### src/rtl/vga_timing_gen.sv
// VGA raster timing: pixel-tick divider, h/v counters, registered coordinates and
// display-active flag, plus hsync/vsync through a short clk_i-rate delay line.
module vga_timing_gen #(
  parameter int CLK_DIV    = 4,
  parameter int H_ACTIVE   = 640,
  parameter int H_FP       = 16,
  parameter int H_SYNC     = 96,
  parameter int H_BP       = 48,
  parameter int V_ACTIVE   = 480,
  parameter int V_FP       = 10,
  parameter int V_SYNC     = 2,
  parameter int V_BP       = 33,
  parameter bit SYNC_POL   = 1'b0,
  parameter int SYNC_DELAY = 1
) (
  input  logic        clk_i,
  input  logic        rst_ni,
  output logic        disp_active_o,
  output logic [10:0] xcol_o,
  output logic [10:0] yrow_o,
  output logic        hsync_o,
  output logic        vsync_o,
  output logic        pix_tick_o,
  output logic        frame_start_o
);

  localparam int H_TOTAL = H_ACTIVE + H_FP + H_SYNC + H_BP;
  localparam int V_TOTAL = V_ACTIVE + V_FP + V_SYNC + V_BP;

  localparam logic [4:0]  DIV_LAST = 5'(CLK_DIV - 1);
  localparam logic [10:0] H_LAST   = 11'(H_TOTAL - 1);
  localparam logic [10:0] V_LAST   = 11'(V_TOTAL - 1);
  localparam logic [10:0] H_VIS    = 11'(H_ACTIVE);
  localparam logic [10:0] V_VIS    = 11'(V_ACTIVE);
  localparam logic [10:0] HS_START = 11'(H_ACTIVE + H_FP);
  localparam logic [10:0] HS_END   = 11'(H_ACTIVE + H_FP + H_SYNC);
  localparam logic [10:0] VS_START = 11'(V_ACTIVE + V_FP);
  localparam logic [10:0] VS_END   = 11'(V_ACTIVE + V_FP + V_SYNC);
  localparam logic        SYNC_OFF = ~SYNC_POL;

  logic [4:0]  div_reg;
  logic [10:0] h_reg, v_reg;
  logic [10:0] h_next, v_next;
  logic        tick, h_wrap, v_wrap;
  logic        disp_reg, disp_next;
  logic        hs_raw_reg, hs_raw_next;
  logic        vs_raw_reg, vs_raw_next;
  logic        pix_tick_reg, frame_start_reg;

  always_comb begin
    tick   = (div_reg == DIV_LAST);
    h_wrap = (h_reg == H_LAST);
    v_wrap = (v_reg == V_LAST);
    h_next = h_reg;
    v_next = v_reg;
    if (tick) begin
      if (h_wrap) begin
        h_next = '0;
        v_next = v_wrap ? 11'd0 : v_reg + 11'd1;
      end else begin
        h_next = h_reg + 11'd1;
      end
    end
    // Flags are decoded from the post-update counters so they align with xcol/yrow.
    disp_next   = (h_next < H_VIS) && (v_next < V_VIS);
    hs_raw_next = ((h_next >= HS_START) && (h_next < HS_END)) ? SYNC_POL : SYNC_OFF;
    vs_raw_next = ((v_next >= VS_START) && (v_next < VS_END)) ? SYNC_POL : SYNC_OFF;
  end

  always_ff @(posedge clk_i or negedge rst_ni) begin
    if (!rst_ni) begin
      div_reg         <= '0;
      h_reg           <= '0;
      v_reg           <= '0;
      disp_reg        <= 1'b0;
      hs_raw_reg      <= SYNC_OFF;
      vs_raw_reg      <= SYNC_OFF;
      pix_tick_reg    <= 1'b0;
      frame_start_reg <= 1'b0;
    end else begin
      div_reg         <= tick ? 5'd0 : div_reg + 5'd1;
      pix_tick_reg    <= tick;
      frame_start_reg <= tick && h_wrap && v_wrap;
      if (tick) begin
        h_reg      <= h_next;
        v_reg      <= v_next;
        disp_reg   <= disp_next;
        hs_raw_reg <= hs_raw_next;
        vs_raw_reg <= vs_raw_next;
      end
    end
  end

  assign xcol_o        = h_reg;
  assign yrow_o        = v_reg;
  assign disp_active_o = disp_reg;
  assign pix_tick_o    = pix_tick_reg;
  assign frame_start_o = frame_start_reg;

  // Sync delay runs at clk_i rate to match the colour stage's register, not the tick.
  generate
    if (SYNC_DELAY == 0) begin : g_no_delay
      assign hsync_o = hs_raw_reg;
      assign vsync_o = vs_raw_reg;
    end else begin : g_delay
      logic [SYNC_DELAY-1:0] hs_dly_reg;
      logic [SYNC_DELAY-1:0] vs_dly_reg;
      for (genvar gi = 0; gi < SYNC_DELAY; gi++) begin : g_stage
        if (gi == 0) begin : g_first
          always_ff @(posedge clk_i or negedge rst_ni) begin
            if (!rst_ni) begin
              hs_dly_reg[gi] <= SYNC_OFF;
              vs_dly_reg[gi] <= SYNC_OFF;
            end else begin
              hs_dly_reg[gi] <= hs_raw_reg;
              vs_dly_reg[gi] <= vs_raw_reg;
            end
          end
        end else begin : g_rest
          always_ff @(posedge clk_i or negedge rst_ni) begin
            if (!rst_ni) begin
              hs_dly_reg[gi] <= SYNC_OFF;
              vs_dly_reg[gi] <= SYNC_OFF;
            end else begin
              hs_dly_reg[gi] <= hs_dly_reg[gi-1];
              vs_dly_reg[gi] <= vs_dly_reg[gi-1];
            end
          end
        end
      end
      assign hsync_o = hs_dly_reg[SYNC_DELAY-1];
      assign vsync_o = vs_dly_reg[SYNC_DELAY-1];
    end
  endgenerate

endmodule
### config.mk
export PLATFORM = sky130hd
export DESIGN_NAME = vga_timing_gen
export DESIGN_NICKNAME = d
export VERILOG_FILES = /design/src/rtl/vga_timing_gen.sv
export SDC_FILE = /design/constraint.sdc
export NUM_CORES = 1
export LEC_CHECK = 0
export CORE_MARGIN = 2
export CORE_UTILIZATION = 57
export CTS_CLUSTER_DIAMETER = 30
export CTS_CLUSTER_SIZE = 14
export DETAILED_ROUTE_END_ITERATION = 10
export GPL_ROUTABILITY_DRIVEN = 0
export PLACE_DENSITY = 0.84
export SLEW_MARGIN = 40
export SYNTH_ARGS = -nofsm -noshare
export SYNTH_HDL_FRONTEND = slang
export SYNTH_SLANG_ARGS = --single-unit
### constraint.sdc
create_clock -name clk_i -period 3.8 [get_ports clk_i]
set_input_delay 0.76 -clock clk_i [delete_from_list [all_inputs] [get_ports clk_i]]
set_output_delay 0.76 -clock clk_i [all_outputs]
set_load 0.01 [all_outputs]
* After elaboration in Yosys (flattened, before gate mapping)
Cells that the tools add are included. Widths: inputs -> output; s select.
Storage, ports and cells: flip-flop bits (word level) 34, input port bits 2, output and inout bits 27, logic and storage cells 35
Cells by class: add/subtract/negate cells 3, magnitude comparators 6, eq/ne operators 3, mux-type cells 8, reduce and logical (&&, ||, !) cells 5
Operators with widths (count):
- $mux 11 | 5
- $add 11x1->11 const B | 2
- $eq 11x10->1 const B | 2
- $lt 11x10->1 const B | 2
- $lt 11x9->1 const B | 2
- $ge 11x10->1 const B | 1
- $ge 11x9->1 const B | 1
- $add 5x1->5 const B | 1
- $eq 5x2->1 const B | 1
- $logic_and 1x1->1 | 5
- $mux 5 | 1
- $mux 1 | 2

* Logic depth before layout (Yosys ltp)
Gate-level depths: netlist of run 1.
depth in word-level cells 7, mapped depth 9, depth with buffers taken out 8

* Worst setup path after synthesis of run 1
No wires, ideal clock.
path type register to register, start register div_reg[0], end register disp_reg, in the netlist disp_active_o, library setup time 0.122 ns, arrival 2.302 ns, required time 3.678 ns, setup slack 1.376 ns, cell stages (with the launch flop) 8, path buffers 1, clock period less this slack 2.424 ns, cells stage by stage dfrtp_1 > ha_1 > or4b_4 > or4_4 > buf_6 > nor3_4 > o211ai_1 > a32o_1
On the way: cells in the longest elaborated chain, start to end 4, elaborated cells on any way between the ends 6, classes of those cells order compare (2); eq/ne (1); mux (2); reduce/logical (1)
Ends and longest elaborated chain:
- start, declared | RTL line 41 | logic [4:0] div_reg;
- start signal, assigned | RTL line 81 | div_reg <= tick ? 5'd0 : div_reg + 5'd1;
- $eq 5x2->1 * | RTL line 51 | tick = (div_reg == DIV_LAST);
- $mux 11 | RTL line 56 | if (tick) begin
- $lt 11x10->1 / $lt 11x9->1 (equally long branches) | RTL line 65 | disp_next = (h_next < H_VIS) && (v_next < V_VIS);
- $logic_and 1x1->1 | RTL line 65
- end signal, assigned | RTL line 87 | disp_reg <= disp_next;
- end, declared | RTL line 45 | logic disp_reg, disp_next;
Every way passes the cells marked *; elsewhere a longest branch is shown, timed or not. A chain may end at the register's enable or synchronous reset.

* Final worst setup path of run 1
Ends and elaborated chain as after synthesis.

==> results.md, run 1 <==
- Commonest register cell after synthesis: dfrtp_1
- Nets@finish: ~220
- Fmax achieved: ~0.37 GHz
- Die extent in x: between 60 and 70 um
- Synthesized area per cell: approximately 9.9 um2
- Setup violators final: 0
- Total die area: roughly 3700 um2
- Crit share post-route: a little over two thirds
- Pin count of the biggest net entering global routing: 35
- Worst-Margin Slew: about 0.6 ns
- Global-route wire length before repair: slightly below 7000 um
- Htree depth: 2
- IO Pins: 29
- FF+latch count, synth: 34
- Clk_skew: about 0.013 ns
- Share of cells above drive strength 1: 10.6%
- CTS sink cnt: 34
- CP Launch Type: flop
- Final instance area: about 2200 um2
- Synth Net Count: between 150 and 200
- Leakage: ~0.94 nW
- Core area: 3080 um2
- DRT iter0 DRCs: between 100 and 150
- PnR worst setup slack: between 1 and 1.5 ns
- Drt pass-1 iters: 4
- Setup TNS: 0 ns
- Starting Density: approximately three fifths
- Hold WC Path Type: flop to flop
- Initial antenna violation count: 0
- Status: completed
- Slew Limit Fails: 0
- Root buffer cell: clkbuf_4
- Yosys top cell area share: 40.7%
- Final core utilization: between 70% and 80%
- Synth Cell Area: 1850 um2
- DR vias/cell: 6.02
- Postcts setup bufs: 0
- Worst-path clk slew: 0.10 ns
- Asr flop ratio synth: between 90% and 100%
- Synth top cells by count: 30 x dfrtp_1, 16 x nand2_1, 14 x o21ai_0
- # rows: 20
- Vias in the first global route: ~1,600
- Syn. warnings: 0
- Synth top area cells: dfrtp_1 41%, dfstp_2 5.7%, xnor2_1 4.7%, o21ai_0 3.8%, nand3_1 3.3%
- Peak VDD IR: between 200 and 300 uV
- CP required: a little over 4 ns
- Synth cell types: 43
- Port-buffer cells: 28
- WL final: just over 4000 um
- Min Clock Period, post-route: between 2 and 3 ns
- WHS: ~0.37 ns
- All-Layer GR Usage: 25.0%
- Sequential share of the synthesized area: a little under half
- Num CTS Buffers: 5
- Critical path type: flop to flop
- RSZ-0062 raised after global routing: no
- Pwr dens: between 200 and 300 nW/um2
- TritonCTS clock tree: yes
- Instance area at placement: 2160 um2
- Worst-Skew Late Latency: between 0.3 and 0.4 ns
- Slew Limit Headroom: between 50 and 60%
- Post-DP HPWL: roughly 2900 um
- Count leader, synth: dfrtp_1
- MaxCap Viol Count: 0
- Clock Tree Buf Depth: 2
- Routed WL per cell: about 16 um
- Post-DRT Antenna Nets: 0
- Pre-CTS setup slack: between 1 and 1.5 ns
- CTS resizes: 0
- # hold bufs at CTS: 0
- Die Y: slightly above 60 um
- Post-Syn Instances: approximately 190
- EDFF count, synth: 0
- Worst Path Arrival: 2.91 ns
- Area delta synth->final: 20.1%
- Crit. End Element: flop
- DRC violations left: 0
- Via count: between 1,500 and 2,000
- Hold Fails Final Rpt: 0
- CP Max Fanout: 14
- Diode count: 0
- Synth area leader: dfrtp_1
- GR Overflow Total: 0
-- worst max-delay path: stages (launching register included) --
cell and delay, ns:
dfrtp_1 0.38, ha_1 0.21, or4b_4 0.58, inv_1 0.39
a31oi_1 0.16, a41oi_1 0.29, o21ai_0 0.16, o211a_1 0.15
a32o_1 0.25
-- final timing paths --
kind                                         from                         to  slack, ns  cells after the start
setup / recovery             div_reg[0]$_DFF_PN0_  disp_active_o$_DFFE_PN0N_       1.12                      8
hold / removal             vs_raw_reg$_DFFE_PN1N_          vsync_o$_DFF_PN1_       0.37                      0
setup reg to reg             div_reg[0]$_DFF_PN0_  disp_active_o$_DFFE_PN0N_       1.12                      8
hold reg to reg            vs_raw_reg$_DFFE_PN1N_          vsync_o$_DFF_PN1_       0.37                      0
max in group asynchronous                  rst_ni     vs_raw_reg$_DFFE_PN1N_       2.64                      2
min in group asynchronous                  rst_ni      xcol_o[5]$_DFFE_PN0N_       0.80                      2
-- metal layers --
layer	up-vias	track usage [%]	wire length (um)	share of wire, %
li1	738	-	-	-
met1	749	31.0	1710	42
met2	71	41.0	2020	50
met3	13	5.12	231	5.7
met4	0	13.4	93	2.3
met5	-	0	0	0
-- power by group --
| group | internal [mW] | switching [mW] | leakage (nW) |
|---|---|---|---|
| Sequential | 0.362 | 0 | 0.442 |
| Combinational | 0.00157 | 0.00677 | 0.461 |
| Clock | 0.0896 | 0.120 | 0.0353 |
-- through the flow --
step	power (mW)	instances
floorplan	0.369	186
global placement	0.377	253
detailed placement	0.378	253
CTS	0.587	261
global route	0.599	261
finish	0.580	261
-- layout by cell type (no fill, tap or decap), types with 5 or more instances in the layout --
cell	n
or3_1	5
o21ai_0	14
nand4_1	5
xnor2_1	10
nor2_1	12
clkbuf_4	5
inv_1	8
clkdlybuf4s50_1	28
nor3_1	5
nand2_1	16
a31oi_1	6
a21oi_1	5
nand3_1	12
dfrtp_1	30
-- area by class of cell --
type,count,area [um2]
inverter,8,30.0
tap,44,55.1
clock buffer,7,55.1
sequential,34,856
clock inverter,1,5.00
timing repair buffer,29,288
fill,243,861
multi-input combinational,138,928
-- kinds of logic after synthesis --
kind of cell             synth area share (%)
AND/OR/NAND/NOR                          25.7
AO/OA/AOI/OAI                            11.7
flip-flops                               46.4
buffers and inverters                    3.32
XOR/XNOR                                 6.17
multiplexers                             4.07
adder cells (fa/ha/maj)                  2.71
Note: power is estimated with default switching activity, not from simulation.
==> run 2: changes to the inputs <==
- CORE_UTILIZATION: 57 -> 48
- PLACE_DENSITY: 0.84 -> 0.75
- clock period: 3.8 -> 2.4 ns (I/O delays scaled with it)
==> results.md, run 2 (synthesized netlist as in run 1, its figures left out) <==
- Initial antenna violation count: 0
- Setup violators final: 1
- Fmax achieved: 0.414 GHz
- Crit share post-route: 101%
- RSZ-0062 raised after global routing: yes
- Flop-to-flop setup slack: -0.02 ns
- Port-buffer cells: 28
- DRT iter0 DRCs: approximately 100
- GR Overflow Total: 0
- Hold Fails Final Rpt: 0
- Via count: 1,664
- IO Pins: 29
- CP Max Fanout: 4
- Final core utilization: 66.6%
- # hold bufs at CTS: 0
- Worst Hold End: hsync_o$_DFF_PN1_
- Crit. End Element: flop
- Worst-Margin Slew: 0.413 ns
- Hold depth: 0
- CP required: 2.57 ns
- FF-to-FF End: disp_active_o$_DFFE_PN0N_
- Hold WC Path Type: flop to flop
- Min Clock Period, post-route: between 2 and 2.5 ns
- Root buffer cell: clkbuf_8
- Nets@finish: about 250
- PnR worst setup slack: -0.0159 ns
- P_int: around 0.78 mW
- Peak VDD IR: 371 uV
- Diode count: 0
- Hold_sp: hs_raw_reg$_DFFE_PN1N_
- Pwr dens: between 300 and 400 nW/um2
- Commonest non-fill, non-tap cell in the layout: dfrtp_1
- CP Launch Type: flop
- Total die area: around 4400 um2
- R2R depth: 6
- DRC violations left: 0
- Pin count of the biggest net entering global routing: 35
- Clock share of power: around 40%
- Critical path type: flop to flop
- Most frequent cells in the layout: 30 x dfrtp_1, 28 x clkdlybuf4s50_1, 23 x buf_4
- Post-DP HPWL: between 3000 and 4000 um
- TritonCTS clock tree: yes
- Pre-CTS setup slack: -0.0130 ns
- Worst Path Arrival: roughly 2.6 ns
- Share of cells above drive strength 1: ~20%
- Leakage: around 1.1 nW
- Worst-path clk slew: 0.06 ns
- Routed WL per cell: 15.0 um
- Clk_skew: ~0.0068 ns
- Htree depth: 2
- CTS sink cnt: 34
- Starting Density: roughly 50%
- Die Y: approximately 66 um
- DR vias/cell: between 5 and 6
- Switching power: slightly below 0.2 mW
- All-Layer GR Usage: about 21%
- Die extent in x: approximately 66 um
- Worst-Skew Late Latency: between 0.2 and 0.3 ns
- Violated checks: setup timing
- Clock Tree Buf Depth: 2
- Core area: between 3000 and 4000 um2
- # rows: 22
- Post-DRT Antenna Nets: 0
- Fillers: between 300 and 400
- Combinational Power Share: 1.3%
- Vias in the first global route: approximately 1,500
- Num CTS Buffers: 5
- Area delta synth->final: 33.2%
- Seq pwr share: between 50% and 60%
- Drt pass-1 iters: 4
- Slew Limit Headroom: between 70% and 80%
- Slew Limit Fails: 0
- R2R Path Start: div_reg[1]$_DFF_PN0_
- Net Sw Frac: roughly 20%
- Global-route wire length before repair: between 6000 and 7000 um
- Status: complete, but fails checks
- MaxCap Viol Count: 0
- WL final: 4330 um
run 2: worst max path at each step:
stage                                     from                        end  slack (ns)  cells after the start
after floorplan           div_reg[0]$_DFF_PN0_      yrow_o[4]$_DFFE_PN0N_        0.01                      6
after global placement    div_reg[0]$_DFF_PN0_      yrow_o[4]$_DFFE_PN0N_        0.05                      5
after detailed placement  div_reg[0]$_DFF_PN0_      yrow_o[4]$_DFFE_PN0N_       -0.01                      5
after CTS                 div_reg[0]$_DFF_PN0_     vs_raw_reg$_DFFE_PN1N_      0.0002                      7
after global routing      div_reg[1]$_DFF_PN0_  disp_active_o$_DFFE_PN0N_       -0.06                      6
final                     div_reg[1]$_DFF_PN0_  disp_active_o$_DFFE_PN0N_       -0.02                      6
run 2: what timing repair did:
action / in CTS / in global routing
setup buffers: 0 / 3
setup endpoints to repair: 2 / 7
pin swaps: 0 / 6
gates cloned: 0 / 1
gates resized for setup: 1 / 3
run 2: power groups by stage:
stage | logic (mW) | registers (mW) | clock network, mW
after floorplan | 0.000000371 | 0.584 | 0
after global placement | 0.0138 | 0.584 | 0
after detailed placement | 0.0142 | 0.584 | 0
after CTS | 0.0142 | 0.573 | 0.397
after global routing | 0.0154 | 0.573 | 0.430
final | 0.0129 | 0.574 | 0.386
run 2: area by class of cell:
class | count | area (um2) | share of cell area (%)
clock buffer | 7 | 76.3 | 3.11
sequential | 34 | 856 | 34.8
timing repair buffer | 52 | 473 | 19.2
tap | 48 | 60.1 | 2.44
multi-input combinational | 139 | 962 | 39.2
inverter | 8 | 30.0 | 1.22
run 2: critical path, cell delays in order (launching register included):
cell and delay (ns):
dfrtp_1 0.40, ha_4 0.16, or4b_2 0.67, nor4_2 0.33
mux2_2 0.40, o211a_1 0.12, a32o_1 0.24
run 2: metrics by stage:
| stage | total power, mW | TNS [ns] | area [um2] | hold WS, ns | instances |
|---|---|---|---|---|---|
| global route | 1.02 | -0.0826 | 2460 | 0.373 | 288 |
| global placement | 0.598 | 0 | 2330 | 0.357 | 277 |
| floorplan | 0.584 | 0 | 1850 | 0.184 | 186 |
| CTS | 0.985 | 0 | 2410 | 0.367 | 284 |
| finish | 0.973 | -0.0159 | 2460 | 0.367 | 288 |
| detailed placement | 0.598 | -0.0130 | 2330 | 0.359 | 277 |
run 2: metal layers:
metal  vias up  share of wire, %  global-route usage, %
li1        797                 -                      -
met5         -                 0                      0
met2        54                47                   34.2
met3        10               5.5                   6.47
met4         0               1.8                   7.40
met1       803                46                   27.6
